--- config.mk ---
export PLATFORM = sky130hd
export DESIGN_NAME = spi_cs_arbiter
export DESIGN_NICKNAME = d
export VERILOG_FILES = /design/src/rtl/spi_cs_arbiter.sv
export SDC_FILE = /design/constraint.sdc
export NUM_CORES = 1
export LEC_CHECK = 0
export CORE_MARGIN = 3
export CORE_UTILIZATION = 35
export DETAILED_ROUTE_END_ITERATION = 10
export SYNTH_ARGS = -nofsm -noshare
export SYNTH_HDL_FRONTEND = slang
export SYNTH_SLANG_ARGS = --single-unit
export TNS_END_PERCENT = 50
--- constraint.sdc ---
create_clock -name clk_sys_i -period 1.9 [get_ports clk_sys_i]
set_input_delay 0.19 -clock clk_sys_i [delete_from_list [all_inputs] [get_ports clk_sys_i]]
set_output_delay 0.19 -clock clk_sys_i [all_outputs]
set_load 0.02 [all_outputs]
--- src/rtl/spi_cs_arbiter.sv ---
// Round-robin arbiter sharing one SPI host among NumReq chip-select owners, with CS setup/idle
// sequencing. Optional inactivity timeout enabled by defining SPI_ARB_TIMEOUT_EN.
module spi_cs_arbiter #(
    parameter int unsigned NumReq        = 4,
    parameter int unsigned CsSetupCycles = 2,
    parameter int unsigned CsIdleCycles  = 3,
    parameter int unsigned TimeoutCycles = 256
) (
    input  logic                      clk_sys_i,
    input  logic                      rst_sys_i,
    input  logic [NumReq-1:0]         req_i,
    input  logic [NumReq-1:0]         release_i,
    input  logic                      activity_i,
    output logic [NumReq-1:0]         gnt_o,
    output logic [$clog2(NumReq)-1:0] owner_o,
    output logic                      busy_o,
    output logic [NumReq-1:0]         spi_cs_no,
    output logic                      timeout_o
);

    localparam int unsigned IdxW   = $clog2(NumReq);
    localparam int unsigned CntMax = (CsSetupCycles > CsIdleCycles) ? CsSetupCycles
                                                                     : CsIdleCycles;
    localparam int unsigned CntW   = $clog2(CntMax + 1);
    localparam logic [NumReq-1:0] Lsb = NumReq'(1);

    typedef enum logic [1:0] {
        StIdle,
        StSetup,
        StOwned,
        StTeardown
    } state_e;

    state_e            state_q;
    logic [CntW-1:0]   cnt_q;
    logic [IdxW-1:0]   rr_q;

    logic              any_req;
    logic [IdxW-1:0]   winner;
    logic [IdxW-1:0]   cand;
    logic [IdxW-1:0]   rr_after_owner;
    logic [NumReq-1:0] owner_onehot;
    logic [NumReq-1:0] winner_onehot;
    logic              owner_req;
    logic              owner_rel;
    logic              enter_owned;
    logic              tmo_fire;
    logic              tmo_expired;

    // First set request searching upward from rr_q, wrapping at NumReq.
    always_comb begin
        any_req = 1'b0;
        winner  = '0;
        cand    = '0;
        for (int k = 0; k < NumReq; k++) begin
            cand = IdxW'((int'(rr_q) + k) % NumReq);
            if (!any_req && req_i[cand]) begin
                any_req = 1'b1;
                winner  = cand;
            end
        end
    end

    assign owner_onehot   = Lsb << owner_o;
    assign winner_onehot  = Lsb << winner;
    assign owner_req      = req_i[owner_o];
    assign owner_rel      = release_i[owner_o];
    assign rr_after_owner = (owner_o == IdxW'(NumReq - 1)) ? '0 : owner_o + IdxW'(1);
    assign enter_owned    = (state_q == StSetup) && owner_req && (cnt_q == '0);

`ifdef SPI_ARB_TIMEOUT_EN
    localparam int unsigned TmoW = $clog2(TimeoutCycles + 1);

    logic [TmoW-1:0] tmo_q;

    always_ff @(posedge clk_sys_i) begin
        if (rst_sys_i) begin
            tmo_q <= '0;
        end else if (enter_owned || activity_i) begin
            tmo_q <= TmoW'(TimeoutCycles);
        end else if (tmo_q != '0) begin
            tmo_q <= tmo_q - TmoW'(1);
        end
    end

    // The pulse is issued as the count reaches zero; revocation follows on the next edge.
    assign tmo_fire    = (state_q == StOwned) && (tmo_q == TmoW'(1)) && !activity_i;
    assign tmo_expired = (state_q == StOwned) && (tmo_q == '0);
`else
    logic unused_activity;
    assign unused_activity = activity_i ^ (TimeoutCycles == 0);
    assign tmo_fire        = 1'b0;
    assign tmo_expired     = 1'b0;
`endif

    always_ff @(posedge clk_sys_i) begin
        if (rst_sys_i) begin
            state_q   <= StIdle;
            cnt_q     <= '0;
            rr_q      <= '0;
            gnt_o     <= '0;
            owner_o   <= '0;
            busy_o    <= 1'b0;
            spi_cs_no <= '1;
            timeout_o <= 1'b0;
        end else begin
            timeout_o <= 1'b0;
            unique case (state_q)
                StIdle: begin
                    if (any_req) begin
                        state_q   <= StSetup;
                        owner_o   <= winner;
                        spi_cs_no <= ~winner_onehot;
                        busy_o    <= 1'b1;
                        cnt_q     <= CntW'(CsSetupCycles - 1);
                    end
                end
                StSetup: begin
                    if (!owner_req) begin
                        state_q   <= StTeardown;
                        spi_cs_no <= '1;
                        cnt_q     <= CntW'(CsIdleCycles - 1);
                        rr_q      <= rr_after_owner;
                    end else if (cnt_q == '0) begin
                        state_q <= StOwned;
                        gnt_o   <= owner_onehot;
                    end else begin
                        cnt_q <= cnt_q - CntW'(1);
                    end
                end
                StOwned: begin
                    // Release beats a still-asserted request, so the owner drops to lowest priority.
                    if (owner_rel || !owner_req || tmo_expired) begin
                        state_q   <= StTeardown;
                        gnt_o     <= '0;
                        spi_cs_no <= '1;
                        cnt_q     <= CntW'(CsIdleCycles - 1);
                        rr_q      <= rr_after_owner;
                    end else if (tmo_fire) begin
                        timeout_o <= 1'b1;
                    end
                end
                StTeardown: begin
                    if (cnt_q == '0) begin
                        state_q <= StIdle;
                        busy_o  <= 1'b0;
                    end else begin
                        cnt_q <= cnt_q - CntW'(1);
                    end
                end
                default: state_q <= StIdle;
            endcase
        end
    end

    gnt_onehot_a: assert property (@(posedge clk_sys_i) disable iff (rst_sys_i)
        $onehot0(gnt_o));
    cs_onehot_a: assert property (@(posedge clk_sys_i) disable iff (rst_sys_i)
        $onehot0(~spi_cs_no));
    gnt_has_cs_a: assert property (@(posedge clk_sys_i) disable iff (rst_sys_i)
        (gnt_o & spi_cs_no) == '0);

endmodule
# After elaboration in Yosys (flattened, before gate mapping)
# Cells that the tools add are included.
[classes]
n_mux = 45
reduce_logical = 20
bitwise = 1
n_lt_le_gt_ge = 5
shifts = 2
n_addsub = 5
eq_ne = 11
[ops]
columns = ["cell", "n"]
rows = [
  ["2-bit two-way mux", 15],
  ["4-bit two-way mux", 6],
  ["2-bit case mux with 4 select lines", 2],
  ["2-bit by 3-bit less-than comparator with 1-bit output (second input constant)", 5],
  ["1-bit binary-select mux with 2-bit select", 6],
  ["1-bit two-way mux", 12],
  ["4-bit case mux with 3 select lines", 1],
  ["4-bit AND reduction", 3],
  ["2-bit != test (second input constant)", 5],
  ["4-bit case mux with 2 select lines", 1],
  ["1-bit by 2-bit left shift with 4-bit output (first input constant)", 2],
  ["2-bit equality test (second input constant)", 3],
  ["3-bit AND reduction", 2],
  ["2-bit by 1-bit adder with 2-bit output (second input constant)", 2],
  ["2-bit adder (second input constant)", 2],
  ["1-bit zero test", 4],
  ["2-bit zero test", 2],
  ["4-bit NOT", 1],
  ["2-bit case mux with 2 select lines", 1],
  ["2-bit AND reduction", 2],
  ["2-bit nonzero test", 2],
  ["1-bit logical AND", 3],
  ["3-bit by 2-bit != test with 1-bit output (second input constant)", 1],
  ["3-bit nonzero test", 1],
  ["5 further kinds", 5],
]
[word_totals]
reg_bits = 17

# Longest topological paths before layout
# Gate-level depths: netlist (run 1).
[depth]
word_depth = 16
ltp_mapped = 8
mapped_depth_nobuf = 7

# Least setup slack after synthesis (run 1)
# OpenSTA, ideal clock, no wires.
[synth_path]
path_kind = "reg2reg"
start = "reg owner_o[0]"
end = "reg gnt_o[0]"
stages_incl_launch_ff = 7
arrival_ps = 1863
setup_ps = 128
slack_ps = -91
path_cell_list = "dfxtp_1 buf_6 mux4_2 nor2b_4 o32ai_4 mux2i_1 nor2_1"
[synth_between]
elab_chain_cells = 6
word_cells_on_any_way = 13
[synth_rtl]
columns = ["item", "line_no", "text"]
rows = [
  ["start: declaration", "15", "output logic [$clog2(NumReq)-1:0] owner_o,"],
  ["start signal: assignment", "112", "owner_o <= winner;"],
  ["1-bit binary-select mux with 2-bit select", "66", "assign owner_req = req_i[owner_o];"],
  ["1-bit two-way mux (implied by the code)", "66", ""],
  ["1-bit zero test", "133", "if (owner_rel || !owner_req || tmo_expired) begin"],
  ["1-bit logical OR", "133", ""],
  ["2-bit != test (no source line)", "n/a", ""],
  ["4-bit AND reduction (no source line)", "n/a", ""],
  ["end signal: assignment", "126", "gnt_o <= owner_onehot;"],
  ["end: declaration", "14", "output logic [NumReq-1:0] gnt_o,"],
]
# Parallel ways exist; a longest one is shown, timed or not. The select of a mux whose other input is x is not followed.
# A chain may end at the register's enable or synchronous reset.

# Worst setup path after layout (run 1)
[layout_path]
start = "reg state_q[0]"
end = "reg cnt_q[1]"
[layout_between]
elab_chain_cells = 3
word_cells_on_any_way = 8
[layout_rtl]
columns = ["item", "line_no", "text"]
rows = [
  ["start: declaration", "34", "state_e state_q;"],
  ["start signal: assignment", "98", "state_q <= StIdle;"],
  ["start signal: assignment", "111", "state_q <= StSetup;"],
  ["start signal: assignment", "120", "state_q <= StTeardown;"],
  ["2-bit equality test / 2-bit zero test (equally long branches)", "108", "unique case (state_q)"],
  ["2-bit != test (no source line)", "n/a", ""],
  ["2-bit AND reduction (no source line)", "n/a", ""],
  ["end signal: assignment", "115", "cnt_q <= CntW'(CsSetupCycles - 1);"],
  ["end signal: assignment", "122", "cnt_q <= CntW'(CsIdleCycles - 1);"],
  ["end signal: assignment", "128", "cnt_q <= cnt_q - CntW'(1);"],
  ["end: declaration", "35", "logic [CntW-1:0] cnt_q;"],
]
# Parallel ways exist; a longest one is shown, timed or not.

==> results of run 1 <==
==> cell type report <==
class                      instances  area (um2)  area share (%)
sequential                        17         350            20.8
clock buffer                       3        22.5            1.34
clock inverter                     1        5.00           0.297
inverter                           9        33.8            2.01
multi-input combinational        102         857            50.9
timing repair buffer              41         358            21.2
tap                               46        57.6            3.42
==> cells in the mapped netlist, drive strengths merged <==
master  instances
mux2i          15
nor3            1
o21ai           4
a22oi           2
mux2            4
a21oi           8
mux4            2
a22o            1
a211oi          1
nor2           16
or3             2
clkbuf          3
a311oi          1
buf             3
nor4b           1
nand2b          4
and3            1
ha              9
or4             1
a221oi          4
and3b           1
a221o           1
o31ai           1
o221ai          2
nand2           7
o32ai           1
nor4            2
and2b           1
and2            2
conb            1
dfxtp          17
inv             9
nor2b           6
==> state kept, by name, indices dropped and copies added, names as in the netlist <==
name	cells
state_q	2
gnt_o	4
cnt_q	2
busy_o	1
owner_o	2
spi_cs_no	4
rr_q	2
==> kinds of logic (layout without fill, tap and decap cells) <==
group	count (synthesis)	in the layout	share of synthesized area (%)
DFF	17	17	27.4
AOI/OAI and AO/OA	26	26	16.7
muxes	21	21	21.2
other	1	1	0.302
buffers and inverters	15	54	6.04
adders and majority gates	9	9	9.05
and+or+nand+nor	45	45	19.3
==> per-stage QoR <==
stage	instance area, um2	cells	util [%]	worst slack (ps)
after global placement	1620	215	47.8	-156
after floorplan	1250	134	-	11.9
after detailed placement	1620	215	47.8	-208
after CTS	1650	219	48.7	2.82
after global routing	1680	219	49.7	-76.7
final	1680	219	49.7	4.10
==> routing by layer <==
layer  vias up  part of all wire, %
li1        560                    -
met1       508                   50
met2        14                   47
met3         5                  2.3
met4         0                  1.5
met5         -                    0
==> worst min-delay path, delay by kind of cell (launching register included) <==
kind	cells	cell delay [ps]
simple gates	1	60
compound gates	1	50
flops	1	340
==> timing repair <==
action,CTS,global route
setup endpoints to repair,3,12
gates resized for setup,1,9
pin swaps,2,1
==> worst max-delay path by stage <==
| stage | depth (start not counted) | from | end | slack (ps) |
|---|---|---|---|---|
| 4_1_cts | 7 | state_q[1] | state_q[0] | 3 |
| 6_report | 7 | state_q[0] | cnt_q[1] | 4 |
| 5_1_grt | 7 | state_q[0] | rr_q[0] | -80 |
| 2_1_floorplan | 8 | state_q[0] | cnt_q[1] | 10 |
| 3_5_place_dp | 6 | req_i[1] | gnt_o[1] | -210 |
| 3_3_place_gp | 6 | req_i[1] | gnt_o[3] | -160 |
==> power breakdown <==
part | total [mW] | internal [mW] | switching [mW]
clock network | 0.207 | 0.0785 | 0.129
registers | 0.558 | 0.467 | 0.0907
logic | 1.27 | 0.657 | 0.614
total | 2.04 | 1.20 | 0.834
==> results.md, run 1 <==
* Post-Route Hold Slack at between 400 and 500 ps
* Number of nets in the synthesized netlist at 154
* Global routing usage on met1 at 19.0%
* Largest net degree at the start of global routing at 14
* CTS Root Cell: clkbuf_4
* Drt first-iter violations at 34
* Buffers inserted during post-CTS setup optimization at 0
* Number of nets with antenna violations after detailed routing at 0
* Slowest library cell on the worst path: or4_4
* Number of remaining DRC errors at 0
* Logic depth of the worst register-to-register path at 7
* Setup Total Neg Slack at 0 ps
* Aggregate global routing overflow at 0
* Post-detail-place hpwl at 2.23 mm
* First-pass GRT wire length at 4.97 mm
* Worst Setup End Kind: flop
* Share of post-route cells with drive strength above 1 at 28.9%
* WP data required at approximately 2100 ps
* Antenna diode count at 0
* Placement row count at 21
* CP arrival at between 2000 and 2500 ps
* Number of levels the H-tree was split into at 1
* Hold Fails Final Rpt at 0
* Busiest metal layer after global routing: met2
* Hold-fix buffers at CTS at 0
* Startpoint type of the worst setup path: flop
* Library cell with the largest summed area after synthesis: dfxtp_1
* Via count of the first global-routing pass at about 1100
* Worst vdd rail ir drop at 549 uV
* Number of buffers and inverters on the critical path at 1
* Combined global-route utilization of all metal layers at 14.8%
* Share of the yosys chip area belonging to registers at between 20% and 30%
* Critical Path Fanout Max at 5
* Setup Crit Path Kind: flop to flop
* Number of clock sinks at 17
* Count of fill cells added during filler insertion at 321
* I/O pin cnt at 23
* Final weighted congestion in routability-driven placement at around 0.8
* Insertion delay of the later-clocked pin in the worst-skew pair at 310 ps
* Hold path cells at 2
* Total power after layout at ~2 mW
* Die Span Y at approximately 66 um
* Fmax at roughly 530 MHz
* P_leak at approximately 0.70 nW
* Tmin final at ~1900 ps
* IO buf count at 20
* Area of the placeable core at approximately 0.0034 mm2
* Floorplan die width at roughly 66 um
* Avg Synthesized Cell Area at 9.28 um2
* Post-DR wirelength/cell at 12.9 um
* Biggest cell delay along the critical path at around 520 ps
* DIE AREA at roughly 0.0043 mm2
* Run status: finished, final reports clean
* Via-to-Cell Ratio at a little under 5
* Beginning of the worst register-to-register path: state_q[0]
* Class of the most critical hold timing path: flop to flop
* HP Start: rr_q[0]
* Capture point of the worst reg-to-reg path: cnt_q[1]
* CTS tree: done
* Distinct cell type count of the synthesized netlist at a little over 40
* Largest delay share family, worst path: simple AND/OR/NAND/NOR gates
* Effective utilization at floorplan at between 30% and 40%
* Critical path cell sequence: inv_2 > ha_2 > and2_2 > a22oi_2 > o21ai_2 > or4_4 > a21oi_2
* Wire length after detailed routing at 2.83 mm
* Met3 global-route usage at between 2 and 3%
* Yosys top cell area share at between 20% and 30%
* Maxcap violations at 0
* Number of antenna violations at the first check in global routing at 0
* Power Density at ~1200 mW/mm2
* Clk buf depth at 2
* Area contributors post-synth: dfxtp_1 (27%), mux2i_1 (11%), ha_1 (9.1%)
* Commonest non-fill, non-tap cell in the layout: buf_4
* Final setup violating endpoints at 0
* Commonest non-fill, non-tap cells in the layout: buf_4 (21), clkdlybuf4s50_1 (20), nor2_1 (15)
* RSZ-0062 raised after global routing: yes
* Clock buffers created by TritonCTS at 3
* Cell area after synthesis at ~0.0012 mm2
* Pre-antenna DRT Iters at 4
* Gate count of the mapped netlist at 134
* GR met2 Demand/Resource at between 20% and 30%
* Max-slew violation count at 0
* Final period util at between 90 and 100%
* Clock transition at the register clock pins on the worst setup and hold paths after CTS at 120 ps
* WHS Endpoint: rr_q[0]
* Final-stage net count at a little under 200
* Area overhead of the layout relative to synthesis at 35.4%
* Count of synthesis-stage warnings from yosys at 0
* Largest clock skew in the final design at between 15 and 20 ps
* Number of register bits inferred by synthesis at 17
* R2R Setup Slk at just over 4 ps
* Via count at approximately 1100
(Power assumes the default switching activity.)
==> run 2: changes to the inputs <==
Settings changed: CTS_CLUSTER_DIAMETER from default to 150.
==> results of run 2 <==
The final DEF is identical to that of run 1; final timing and power are the same.
